File: config.mk
export PLATFORM = sky130hd
export DESIGN_NAME = seg7_scan_decoder
export DESIGN_NICKNAME = d
export VERILOG_FILES = /design/src/rtl/seg7_scan_decoder.sv
export SDC_FILE = /design/constraint.sdc
export NUM_CORES = 1
export LEC_CHECK = 0
export CAP_MARGIN = 0
export CORE_MARGIN = 1.5
export CORE_UTILIZATION = 48
export CTS_CLUSTER_SIZE = 20
export DETAILED_ROUTE_END_ITERATION = 7
export GPL_ROUTABILITY_DRIVEN = 0
export HOLD_SLACK_MARGIN = 0.02
export MAX_ROUTING_LAYER = met4
export PLACE_DENSITY = 0.83
export SLEW_MARGIN = 20
export SYNTH_ARGS = -nofsm -noshare
export SYNTH_HDL_FRONTEND = slang
export SYNTH_SLANG_ARGS = --single-unit
File: constraint.sdc
create_clock -name clk -period 2.74 [get_ports clk]
set_input_delay 0.411 -clock clk [delete_from_list [all_inputs] [get_ports clk]]
set_output_delay 0.411 -clock clk [all_outputs]
set_load 0.03 [all_outputs]
File: src/rtl/seg7_scan_decoder.sv
// rtl/seg7_scan_decoder.sv - reconstructs displayed hex digits from multiplexed 7-seg anode/cathode lines
// Each anode strobe must hold steady for SETTLE cycles before its cathode pattern is decoded and stored.
module seg7_scan_decoder #(
  parameter int SETTLE = 4
) (
  input  logic        clk,
  input  logic        rst_n,
  input  logic [7:0]  anode,
  input  logic [7:0]  cathode,
  input  logic        err_clr,
  output logic [31:0] digits,
  output logic [7:0]  dp,
  output logic [7:0]  blank_mask,
  output logic        frame_valid,
  output logic        pattern_err
);

  localparam int CW = (SETTLE < 1) ? 1 : $clog2(SETTLE + 1);
  localparam logic [CW-1:0] SETTLE_C = CW'(SETTLE);

  typedef enum logic [1:0] {
    S_IDLE,
    S_SETTLE,
    S_HOLD
  } state_t;

  state_t        state;
  logic [CW-1:0] cnt;
  logic [7:0]    a_q;
  logic [7:0]    c_q;
  logic [7:0]    seen;

  logic          in_changed;
  logic          in_valid;
  logic          capture;
  logic [2:0]    idx;
  logic          dec_ok;
  logic [3:0]    dec_nib;
  logic          is_blank;
  logic [7:0]    seen_upd;

  // Segment patterns are active-low g..a; the table index is the nibble value.
  function automatic logic [4:0] decode_seg(input logic [6:0] p);
    case (p)
      7'h40:   return {1'b1, 4'h0};
      7'h79:   return {1'b1, 4'h1};
      7'h24:   return {1'b1, 4'h2};
      7'h30:   return {1'b1, 4'h3};
      7'h19:   return {1'b1, 4'h4};
      7'h12:   return {1'b1, 4'h5};
      7'h02:   return {1'b1, 4'h6};
      7'h78:   return {1'b1, 4'h7};
      7'h00:   return {1'b1, 4'h8};
      7'h18:   return {1'b1, 4'h9};
      7'h08:   return {1'b1, 4'hA};
      7'h03:   return {1'b1, 4'hB};
      7'h46:   return {1'b1, 4'hC};
      7'h21:   return {1'b1, 4'hD};
      7'h06:   return {1'b1, 4'hE};
      7'h0E:   return {1'b1, 4'hF};
      default: return 5'h00;
    endcase
  endfunction

  always_comb begin
    in_changed = ({anode, cathode} != {a_q, c_q});
    in_valid   = $onehot(~anode);
    capture    = (state == S_SETTLE) && !in_changed && (cnt == SETTLE_C);
    {dec_ok, dec_nib} = decode_seg(c_q[6:0]);
    is_blank   = (c_q[6:0] == 7'h7F);
    idx        = 3'd0;
    for (int i = 0; i < 8; i++) begin
      if (!a_q[i]) idx = 3'(i);
    end
    seen_upd      = seen;
    seen_upd[idx] = 1'b1;
  end

  always_ff @(posedge clk or negedge rst_n) begin
    if (!rst_n) begin
      state       <= S_IDLE;
      cnt         <= '0;
      a_q         <= 8'hFF;
      c_q         <= 8'hFF;
      seen        <= 8'h00;
      digits      <= 32'h0;
      dp          <= 8'h00;
      blank_mask  <= 8'h00;
      frame_valid <= 1'b0;
      pattern_err <= 1'b0;
    end else begin
      a_q         <= anode;
      c_q         <= cathode;
      frame_valid <= 1'b0;

      if (in_changed) begin
        if (in_valid) begin
          cnt   <= CW'(1);
          state <= S_SETTLE;
        end else begin
          state <= S_IDLE;
        end
      end else if (state == S_SETTLE) begin
        if (cnt < SETTLE_C) cnt <= cnt + CW'(1);
        else                state <= S_HOLD;
      end

      if (capture) begin
        dp[idx] <= ~c_q[7];
        if (dec_ok || is_blank) begin
          digits[{idx, 2'b00} +: 4] <= dec_ok ? dec_nib : 4'h0;
          blank_mask[idx]           <= is_blank;
          // Completing a frame clears seen on the same edge so the next frame starts fresh.
          if (seen_upd == 8'hFF) begin
            seen        <= 8'h00;
            frame_valid <= 1'b1;
          end else begin
            seen <= seen_upd;
          end
        end
      end

      pattern_err <= (capture && !dec_ok && !is_blank) || (pattern_err && !err_clr);
    end
  end

endmodule

==> run summary <==
Status -> finished, violations left
Failing checks -> setup timing
P_sw -> 669 µW
Core ar. -> 0.00834 mm²
Yosys reg bits -> 79
Setup TNS -> -1.14 ns
Post-route ant nets -> 0
Fin cells -> 582
Max IR drop VDD -> 0.376 mV
CP arrival -> 3.32 ns
Clk_lat worst skew -> 0.37 ns
Placed instance count -> 559
Clk sink count -> 79
Die ar. -> 0.00932 mm²
Post-Syn Instances -> 368
Most common flop cell mapped by yosys -> dfrtp_1
Row count -> 33
Vias in the first global route -> 3314
Yosys warning total -> 0
Simple-gate share of the synthesized area -> 0.197
Final slew viol count -> 0
Period utilization -> 1.11
Root Driver -> clkbuf_8
Min cycle time layout -> 3.05 ns
Clock power share -> 0.367
# diodes -> 0
Largest family of logic cells by synthesized area -> simple AND/OR/NAND/NOR gates
Clock Skew -> 0.0105 ns
I/O Buffers -> 68
Ys async rst share -> 1.00
RSZ-0062 raised after global routing -> yes
Global-route wire length before repair -> 16400 µm
Worst min path class -> in2async
EDFF count, synth -> 0
Placed instance area -> 0.00516 mm²
Post-layout nets -> 502
TritonCTS Buffers -> 9
Sequential fraction of the synthesis area -> 0.476
Critical Path RT -> 3.00 ns
Flop pwr share -> 0.508
Synth unique cells -> 63
Crit start category -> input pin
WL per Instance -> 16.9 µm
Final wirelength -> 9850 µm
Via/cell ratio -> 5.71
Compound-Gate Fraction of Synth Area -> 0.101
Post-synthesis xor/xnor area fraction -> 0.0355
Mux share of post-synthesis cell area -> 0.0927
Syn-to-layout area delta -> 29.6%
Net Count, Synth -> 398
Worst slew margin -> 0.351
Worst setup EP type -> flip-flop
First-pass detailed-route iteration total -> 5
CTS tree -> yes
CP Max Fanout -> 4
Cell Area, Synth -> 0.00420 mm²
I/O Pins -> 69
Largest net degree at the start of global routing -> 80
Logic gate share of total power -> 0.126
Hold Vio Cnt, Final -> 0
Share of cells above drive strength 1 -> 0.249
Kind of critical path -> in2reg
Synth Area in Adders -> 0.0399
Vias post-DR -> 3321
Number of remaining DRC errors -> 0
Max_cap viols -> 0
Worst-path clk slew -> 0.09 ns
Pleak -> 0.00262 µW
Setup violators final -> 4
Worst-Margin Slew -> 0.973 ns
P_int -> 1760 µW
Synthesized area per cell -> 11.4 µm²
Initial DRC count -> 192
Gr ovfl total -> 0
Initial antenna violation count -> 0
Max Root-Sink Buffers -> 2
CTS H-tree depth -> 3
Hold-fix buffers, CTS -> 0
PD cells -> 447 mW/mm²
PnR worst setup slack -> -0.313 ns
Post-Layout Inst Area -> 0.00544 mm²
Starting Density -> 0.503
Die W -> 96.5 µm
Switching share of power -> 0.275
Die Ht -> 96.5 µm
Fmax -> 0.328 GHz
Post-layout util -> 0.652
DP HPWL -> 7020 µm
Gr usage total -> 0.240
## flip-flops by register name, indices dropped and copies added, names as in the netlist
signal / cells
a_q: 8
blank_mask: 8
c_q: 8
cnt: 3
digits: 32
dp: 8
frame_valid: 1
pattern_err: 1
seen: 8
state: 2
## path summary, 6_finish.rpt
| path | from | to | slack, ns | depth (start not counted) |
|---|---|---|---|---|
| setup / recovery | anode[3] | cnt[1] | -0.31 | 12 |
| hold / removal | rst_n | dp[2] | 0.17 | 1 |
| setup reg to reg | c_q[5] | digits[17] | 0.17 | 8 |
| hold reg to reg | dp[1] | dp[1] | 0.49 | 2 |
| max in group asynchronous | rst_n | digits[15] | 1.91 | 1 |
| min in group clk | anode[0] | a_q[0] | 0.30 | 2 |
## cells in the final DEF (no fill, tap or decap), drive strengths merged, types with 5 or more instances in the layout
cell type	instances
clkdlybuf4s50	64
dfrtp	63
buf	48
mux2	31
inv	29
nand2	26
nor2	17
xor2	16
dfstp	16
o21ai	15
a21oi	14
nor3	14
nand3	10
clkbuf	9
nor4	9
ha	7
a31oi	6
nand4	6
nor4b	6
and3	5
o2bb2ai	5
## area by class of cell
| class | count | area (µm²) |
|---|---|---|
| Inverter | 27 | 101 |
| Clock buffer | 9 | 124 |
| Tap cell | 105 | 131 |
| Clock inverter | 7 | 81.3 |
| Multi-Input combinational cell | 243 | 2010 |
| Fill cell | 634 | 2900 |
| Sequential cell | 79 | 2000 |
| Timing Repair Buffer | 112 | 1000 |
## synth_stat cells (3+ instances only)
| library cell | n | share of area |
|---|---|---|
| and3_1 | 5 | 0.0074 |
| dfstp_2 | 16 | 0.10 |
| nand3_1 | 9 | 0.011 |
| ha_1 | 7 | 0.021 |
| mux2_2 | 7 | 0.019 |
| nor2b_1 | 4 | 0.0060 |
| o2bb2ai_1 | 5 | 0.010 |
| xor2_1 | 16 | 0.033 |
| a21oi_1 | 13 | 0.015 |
| fa_1 | 4 | 0.019 |
| a31oi_1 | 6 | 0.0089 |
| mux2_1 | 24 | 0.064 |
| nor3_1 | 13 | 0.015 |
| mux2i_1 | 4 | 0.0095 |
| inv_1 | 27 | 0.024 |
| dfrtp_1 | 63 | 0.38 |
| a21o_1 | 3 | 0.0054 |
| nand4b_1 | 3 | 0.0063 |
| buf_4 | 6 | 0.011 |
| nand3b_1 | 3 | 0.0054 |
| nand2_1 | 26 | 0.023 |
| nand4_2 | 5 | 0.015 |
| o21ai_0 | 13 | 0.015 |
| nor4_1 | 5 | 0.0074 |
| nor4b_1 | 3 | 0.0063 |
| o31ai_1 | 3 | 0.0054 |
| clkbuf_1 | 5 | 0.0045 |
| buf_6 | 6 | 0.016 |
| nor2_1 | 17 | 0.015 |
| nand2b_1 | 4 | 0.0060 |
## cell families after synthesis
logic type	Yosys count
and+or+nand+nor	121
muxes	35
AOI/OAI and AO/OA	59
DFF	79
buffers and inverters	46
xor gates and xnor gates	17
adders and majority gates	11
## per-layer routing
layer	wire [µm]	global-route usage
met2	5060	0.409
met5	0	-
met4	212	0.0845
met1	4090	0.287
met3	489	0.0438
## repair_timing
item,CTS,global route
setup buffers,2,5
endpoints found under the setup margin,4,36
pin swaps,10,9
hold endpoints to repair,0,0
resized for setup,13,7
## power groups by stage
stage               Combinational (µW)  Clock (µW)  Sequential, µW
CTS                                286         903            1230
finish                             306         892            1240
floorplan                          185           0            1230
global route                       338         944            1240
detailed placement                 278           0            1260
global placement                   261           0            1250
## worst max-delay path: stages
cell,delay (ns)
buf_6,0.10
fa_1,0.53
inv_1,0.05
fa_1,0.45
fa_1,0.53
ha_2,0.21
inv_2,0.04
fa_2,0.34
nor2b_1,0.14
a31oi_1,0.16
nor3_2,0.09
o31ai_1,0.25
## through the flow
stage	setup slack [ns]	hold slack, ns	power, µW
6_report	-0.313	0.174	2430
5_1_grt	-0.428	0.278	2520
4_1_cts	-0.343	0.225	2420
3_5_place_dp	-0.991	0.472	1530
3_3_place_gp	-0.923	0.469	1510
2_1_floorplan	-0.389	0.115	1420
(Power assumes the default switching activity.)
